`src/rtl/frame_deserializer.sv`:
```
// Multi-channel frame deserializer: captures NUM_CH words per frame-sync envelope,
// commits only exact-length frames, and drains them one channel per valid/ready beat.
module frame_deserializer #(
    parameter  int DATA_W    = 22,
    parameter  int NUM_CH    = 1,
    parameter  int LSB_FIRST = 0,
    parameter  int ERR_CNT_W = 8,
    localparam int CH_W      = (NUM_CH > 1) ? $clog2(NUM_CH) : 1
) (
    input  logic                     clk,
    input  logic                     rst_b,
    input  logic                     serial_in,
    input  logic                     frame_sync_in,
    output logic signed [DATA_W-1:0] parallel_out,
    output logic [CH_W-1:0]          ch_out,
    output logic                     data_valid,
    input  logic                     data_ready,
    output logic                     frame_done,
    output logic                     len_err,
    output logic                     overrun_err,
    output logic [ERR_CNT_W-1:0]     err_count,
    input  logic                     clr_err
);

    localparam int TOTAL = NUM_CH * DATA_W;
    localparam int CNT_W = $clog2(TOTAL + 2);
    localparam int WB_W  = $clog2(DATA_W);
    localparam int IDX_W = $clog2(NUM_CH + 1);

    logic                r_fs_d1;
    logic [CNT_W-1:0]    r_bit_cnt;
    logic [WB_W-1:0]     r_word_bit;
    logic [IDX_W-1:0]    r_word_idx;
    logic [DATA_W-1:0]   r_shift;
    logic [DATA_W-1:0]   r_staging [NUM_CH];
    logic [DATA_W-1:0]   r_bank    [NUM_CH];
    logic [CH_W-1:0]     r_rd_ch;
    logic                r_busy;
    logic                r_frame_done;
    logic                r_len_err;
    logic                r_overrun_err;
    logic [ERR_CNT_W-1:0] r_err_count;

    logic [DATA_W-1:0]   w_shift_nxt;
    logic [DATA_W-1:0]   w_par;
    logic                w_edge;
    logic                w_len_ok;
    logic                w_hs;
    logic                w_last;
    logic                w_bank_free;
    logic                w_commit;
    logic                w_len_ev;
    logic                w_ovr_ev;
    logic                w_err_ev;

    assign w_shift_nxt = (LSB_FIRST != 0) ? {serial_in, r_shift[DATA_W-1:1]}
                                          : {r_shift[DATA_W-2:0], serial_in};

    assign w_edge      = r_fs_d1 & ~frame_sync_in;
    assign w_len_ok    = (r_bit_cnt == CNT_W'(TOTAL));
    assign w_hs        = r_busy & data_ready;
    assign w_last      = (r_rd_ch == CH_W'(NUM_CH - 1));
    // A bank emptied by this cycle's last handshake can take the new frame at once.
    assign w_bank_free = ~r_busy | (w_hs & w_last);
    assign w_commit    = w_edge & w_len_ok & w_bank_free;
    assign w_len_ev    = w_edge & ~w_len_ok;
    assign w_ovr_ev    = w_edge & w_len_ok & ~w_bank_free;
    assign w_err_ev    = w_len_ev | w_ovr_ev;

    always_ff @(posedge clk or negedge rst_b) begin
        if (!rst_b) begin
            r_fs_d1    <= 1'b0;
            r_bit_cnt  <= '0;
            r_word_bit <= '0;
            r_word_idx <= '0;
            r_shift    <= '0;
            for (int c = 0; c < NUM_CH; c++) r_staging[c] <= '0;
        end else begin
            r_fs_d1 <= frame_sync_in;
            if (frame_sync_in) begin
                r_shift <= w_shift_nxt;
                if (r_bit_cnt != CNT_W'(TOTAL + 1)) r_bit_cnt <= r_bit_cnt + 1'b1;
                if (r_word_bit == WB_W'(DATA_W - 1)) begin
                    r_word_bit <= '0;
                    if (r_word_idx != IDX_W'(NUM_CH)) r_word_idx <= r_word_idx + 1'b1;
                    for (int c = 0; c < NUM_CH; c++) begin
                        if (r_word_idx == IDX_W'(c)) r_staging[c] <= w_shift_nxt;
                    end
                end else begin
                    r_word_bit <= r_word_bit + 1'b1;
                end
            end else begin
                r_bit_cnt  <= '0;
                r_word_bit <= '0;
                r_word_idx <= '0;
            end
        end
    end

    always_ff @(posedge clk or negedge rst_b) begin
        if (!rst_b) begin
            r_busy        <= 1'b0;
            r_rd_ch       <= '0;
            r_frame_done  <= 1'b0;
            r_len_err     <= 1'b0;
            r_overrun_err <= 1'b0;
            for (int c = 0; c < NUM_CH; c++) r_bank[c] <= '0;
        end else begin
            r_frame_done  <= 1'b0;
            r_len_err     <= w_len_ev;
            r_overrun_err <= w_ovr_ev;
            if (w_hs) begin
                if (w_last) begin
                    r_busy       <= 1'b0;
                    r_rd_ch      <= '0;
                    r_frame_done <= 1'b1;
                end else begin
                    r_rd_ch <= r_rd_ch + 1'b1;
                end
            end
            if (w_commit) begin
                for (int c = 0; c < NUM_CH; c++) r_bank[c] <= r_staging[c];
                r_busy  <= 1'b1;
                r_rd_ch <= '0;
            end
        end
    end

    always_ff @(posedge clk or negedge rst_b) begin
        if (!rst_b) begin
            r_err_count <= '0;
        end else if (clr_err) begin
            r_err_count <= w_err_ev ? ERR_CNT_W'(1) : '0;
        end else if (w_err_ev && (r_err_count != '1)) begin
            r_err_count <= r_err_count + 1'b1;
        end
    end

    always_comb begin
        w_par = '0;
        for (int c = 0; c < NUM_CH; c++) begin
            if (r_rd_ch == CH_W'(c)) w_par = r_bank[c];
        end
    end

    assign parallel_out = w_par;
    assign ch_out       = r_rd_ch;
    assign data_valid   = r_busy;
    assign frame_done   = r_frame_done;
    assign len_err      = r_len_err;
    assign overrun_err  = r_overrun_err;
    assign err_count    = r_err_count;

endmodule
```
`config.mk`:
```
export PLATFORM = sky130hd
export DESIGN_NAME = frame_deserializer
export DESIGN_NICKNAME = d
export VERILOG_FILES = /design/src/rtl/frame_deserializer.sv
export SDC_FILE = /design/constraint.sdc
export NUM_CORES = 1
export LEC_CHECK = 0
export ABC_CLOCK_PERIOD_IN_PS = 3590
export CORE_ASPECT_RATIO = 0.9
export CORE_UTILIZATION = 59
export DETAILED_ROUTE_END_ITERATION = 10
export GPL_ROUTABILITY_DRIVEN = 0
export HOLD_SLACK_MARGIN = 0.06
export PLACE_DENSITY = 0.9
export SLEW_MARGIN = 5
export SYNTH_ARGS = -nofsm -noshare
export SYNTH_HDL_FRONTEND = slang
export SYNTH_SLANG_ARGS = --single-unit
```
`constraint.sdc`:
```
create_clock -name clk -period 3.59 [get_ports clk]
set_clock_uncertainty 0.2 [all_clocks]
set_input_delay 0.718 -clock clk [delete_from_list [all_inputs] [get_ports clk]]
set_output_delay 0.718 -clock clk [all_outputs]
set_load 0.02 [all_outputs]
```
==> results.py <==
metrics = {
    "timing": {
        "rsz0062_at_grt": "no",
        "fin_crit_sh_pct": 67.2,
        "holdWs_ns": 0.131,
        "finalSetupViolCount": 0,
        "clock.fmax_ghz": 0.415,
        "tns_ns": 0,
        "hold_viol": 0,
        "post-route-min-period_ns": 2.41,
        "slew_headroom_pct": 57.1,
        "tightest_slew_ns": 0.641,
        "drv_slew": 0,
    },
    "global_route": {
        "grt_pass1_vias": 2060,
        "overflow": 0,
        "grt_max_degree": 49,
        "grt.total_usage_pct": 20.3,
        "grt_first_pass_wirelength_um": 9780,
        "antenna_found_initial": 0,
    },
    "layout": {
        "mostFrequentLayoutCells": "dfrtp_1 (89), mux2_2 (65), clkdlybuf4s50_1 (38), clkbuf_8 (11), nor2_1 (9)",
        "antenna_cells": 0,
        "drive_gt1_share_pct": 29.9,
        "fin_area_um2": 4230,
        "syn_to_final_growth_pct": 18.2,
        "fillers": 380,
        "nets": 304,
        "final_common_cell": "dfrtp_1",
    },
    "yosys": {
        "avgSynthCellArea_um2": 14.3,
        "synth_edf_count": 0,
        "synth_top_family_by_area": "multiplexers",
        "synth_mux_area_share_pct": 20.8,
        "yosys_warnings": 0,
        "synthSimpleGateAreaFrac_pct": 7.60,
        "synth_fa_ha_area_share_pct": 1.75,
        "syn_nets": 261,
        "ys.flop_type": "dfrtp_1",
        "synth_area_leader_cell": "dfrtp_1",
        "synth_cells": 250,
        "ys_seq_area_share_pct": 62.3,
        "synthDistinctLibCells": 37,
        "synth_top_cell_area_share_pct": 62.3,
        "synth_area_leaders": "dfrtp_1 (62%), mux2_2 (20%), ha_1 (1.8%)",
        "synth_compound_gate_area_share_pct": 3.71,
        "synth_seq_cells": 89,
        "synth-xor-area-share_pct": 1.47,
        "syn_area_um2": 3570,
        "postSynth.asyncResetShare_pct": 100,
    },
    "die": {
        "ios": 41,
        "start_util_pct": 62.1,
        "die_w_um": 84.1,
        "core_area_um2": 5760,
        "die-area_um2": 6370,
        "die_y_um": 75.8,
        "rows": 26,
    },
    "cts": {
        "clk_latency_ns": 0.35,
        "cts_tree": "built",
        "cts-root-buf": "clkbuf_8",
        "h-tree-depth": 3,
        "clk_pin_slew_worst_paths_ns": 0.08,
        "postCtsSetupBuffers": 0,
        "post_cts_resized": 0,
        "numCtsBuffers": 9,
        "numClockSinks": 89,
        "clockBufferDepth": 2,
        "cts_hold_buf": 0,
    },
    "pwr": {
        "seqPwrFrac_pct": 60.1,
        "power.density_nw_per_um2": 468,
        "p_leak_nw": 1.95,
        "p_clk_share_pct": 31.4,
        "comb_power_share_pct": 8.5,
        "switching_share_pct": 24.3,
        "ir_drop_mv": 0.317,
        "p_switching_mw": 0.481,
        "internal-power_mw": 1.50,
        "power_mw": 1.98,
    },
    "critical_path": {
        "end_kind": "flop",
        "path_max_fanout": 15,
        "required_ns": 3.64,
        "arrival_ns": 2.46,
        "worstRegToRegCells": 6,
        "critPathKind": "in2reg",
        "start_kind": "primary input",
    },
    "detailed_routing": {
        "viasPerCell": 5.59,
        "drc": 14,
        "vias": 2056,
        "drt-wirelength-per-cell_um": 15.5,
        "drt_iter0_drc": 93,
        "drt_wl_total_um": 5710,
        "ant_nets": 0,
        "firstDrtPassIters": 7,
    },
    "placement": {
        "place_area_um2": 4040,
        "dp_hpwl_um": 3830,
        "io_buffer_count": 39,
    },
    "status": {
        "status": "complete, but fails checks",
        "violations": "design-rule violations",
    },
    "worst_hold_path": {
        "worst_hold_path_type": "in2async",
    },
    "run": {
        "cap_violations": 0,
    },
}
-- cell usage after synthesis, types with 2 or more instances --
cell type  count
or4_1          4
nand4b_1       2
inv_1          5
buf_2          5
o41ai_1        2
ha_1           5
and2_1         4
nand2_1        6
mux2_2        65
nor2b_1        4
buf_4          3
nand3_1        7
dfrtp_1       89
nand2b_1       3
a21oi_1        5
xor2_1         2
o21ai_0        2
nand4_1        2
nor2_1         9
xnor2_1        4
o31ai_1        4
clkbuf_1       3
-- cell type report --
class | count | area (µm²) | share of cell area (%)
Clock buffer | 12 | 155 | 3.67
Clock inverter | 4 | 27.5 | 0.651
Inverter | 5 | 18.8 | 0.444
Multi-Input combinational cell | 144 | 1270 | 30.1
Sequential cell | 89 | 2230 | 52.7
Tap cell | 70 | 87.6 | 2.07
Timing Repair Buffer | 44 | 438 | 10.4
-- kinds of logic after synthesis --
logic type	Yosys count
other	1
DFF	89
adders and majority gates	5
xor gates and xnor gates	6
buffers and inverters	17
and+or+nand+nor	47
AOI/OAI and AO/OA	19
muxes	66
-- critical path, stage by stage --
cell             delay [ns]
clkdlybuf4s50_1        0.44
nor2b_1                0.21
a21bo_1                0.37
nor4_1                 0.35
mux2_2                 0.37
-- per-stage QoR --
step | utilization, % | worst slack [ns] | cells
after floorplan | - | 1.51 | 250
after global placement | 70.2 | 0.860 | 352
after detailed placement | 70.2 | 0.801 | 352
after CTS | 73.4 | 1.19 | 368
after global routing | 73.4 | 1.06 | 368
final | 73.4 | 1.18 | 368
-- path summary, 6_finish.rpt --
kind	startpoint	slack, ns	end
max	frame_sync_in	1.18	err_count[5]$_DFFE_PN0P_
max reg2reg	r_word_bit[1]$_DFF_PN0_	1.37	r_staging[6]$_DFFE_PN0P_
min reg2reg	r_word_bit[0]$_DFF_PN0_	0.30	r_word_bit[0]$_DFF_PN0_
max in group asynchronous	rst_b	2.44	r_bit_cnt[4]$_DFFE_PN0P_
min in group clk	r_word_bit[0]$_DFF_PN0_	0.30	r_word_bit[0]$_DFF_PN0_
min	rst_b	0.13	err_count[6]$_DFFE_PN0P_
-- sequential cells by signal (all words and copies together) (netlist names) --
register     count
r_word_bit       5
r_bank          22
r_shift         21
r_staging       22
overrun_err      1
len_err          1
frame_done       1
data_valid       1
r_word_idx       1
r_bit_cnt        5
err_count        8
r_fs_d1          1
-- per-layer routing --
layer	vias to the layer above	GRT usage, %	routed length, µm
met3	12	5.74	255
li1	968	-	-
met4	0	9.00	76
met2	44	33.1	2730
met1	1032	26.3	2640
met5	-	0	0
-- power by group through the flow --
stage	combinational [mW]	clock (mW)	sequential (mW)
global placement	0.161	0	1.20
CTS	0.172	0.647	1.19
global route	0.187	0.683	1.20
detailed placement	0.171	0	1.21
floorplan	0.120	0	1.18
finish	0.168	0.622	1.19
No activity file was read; power rests on OpenSTA's default activity.
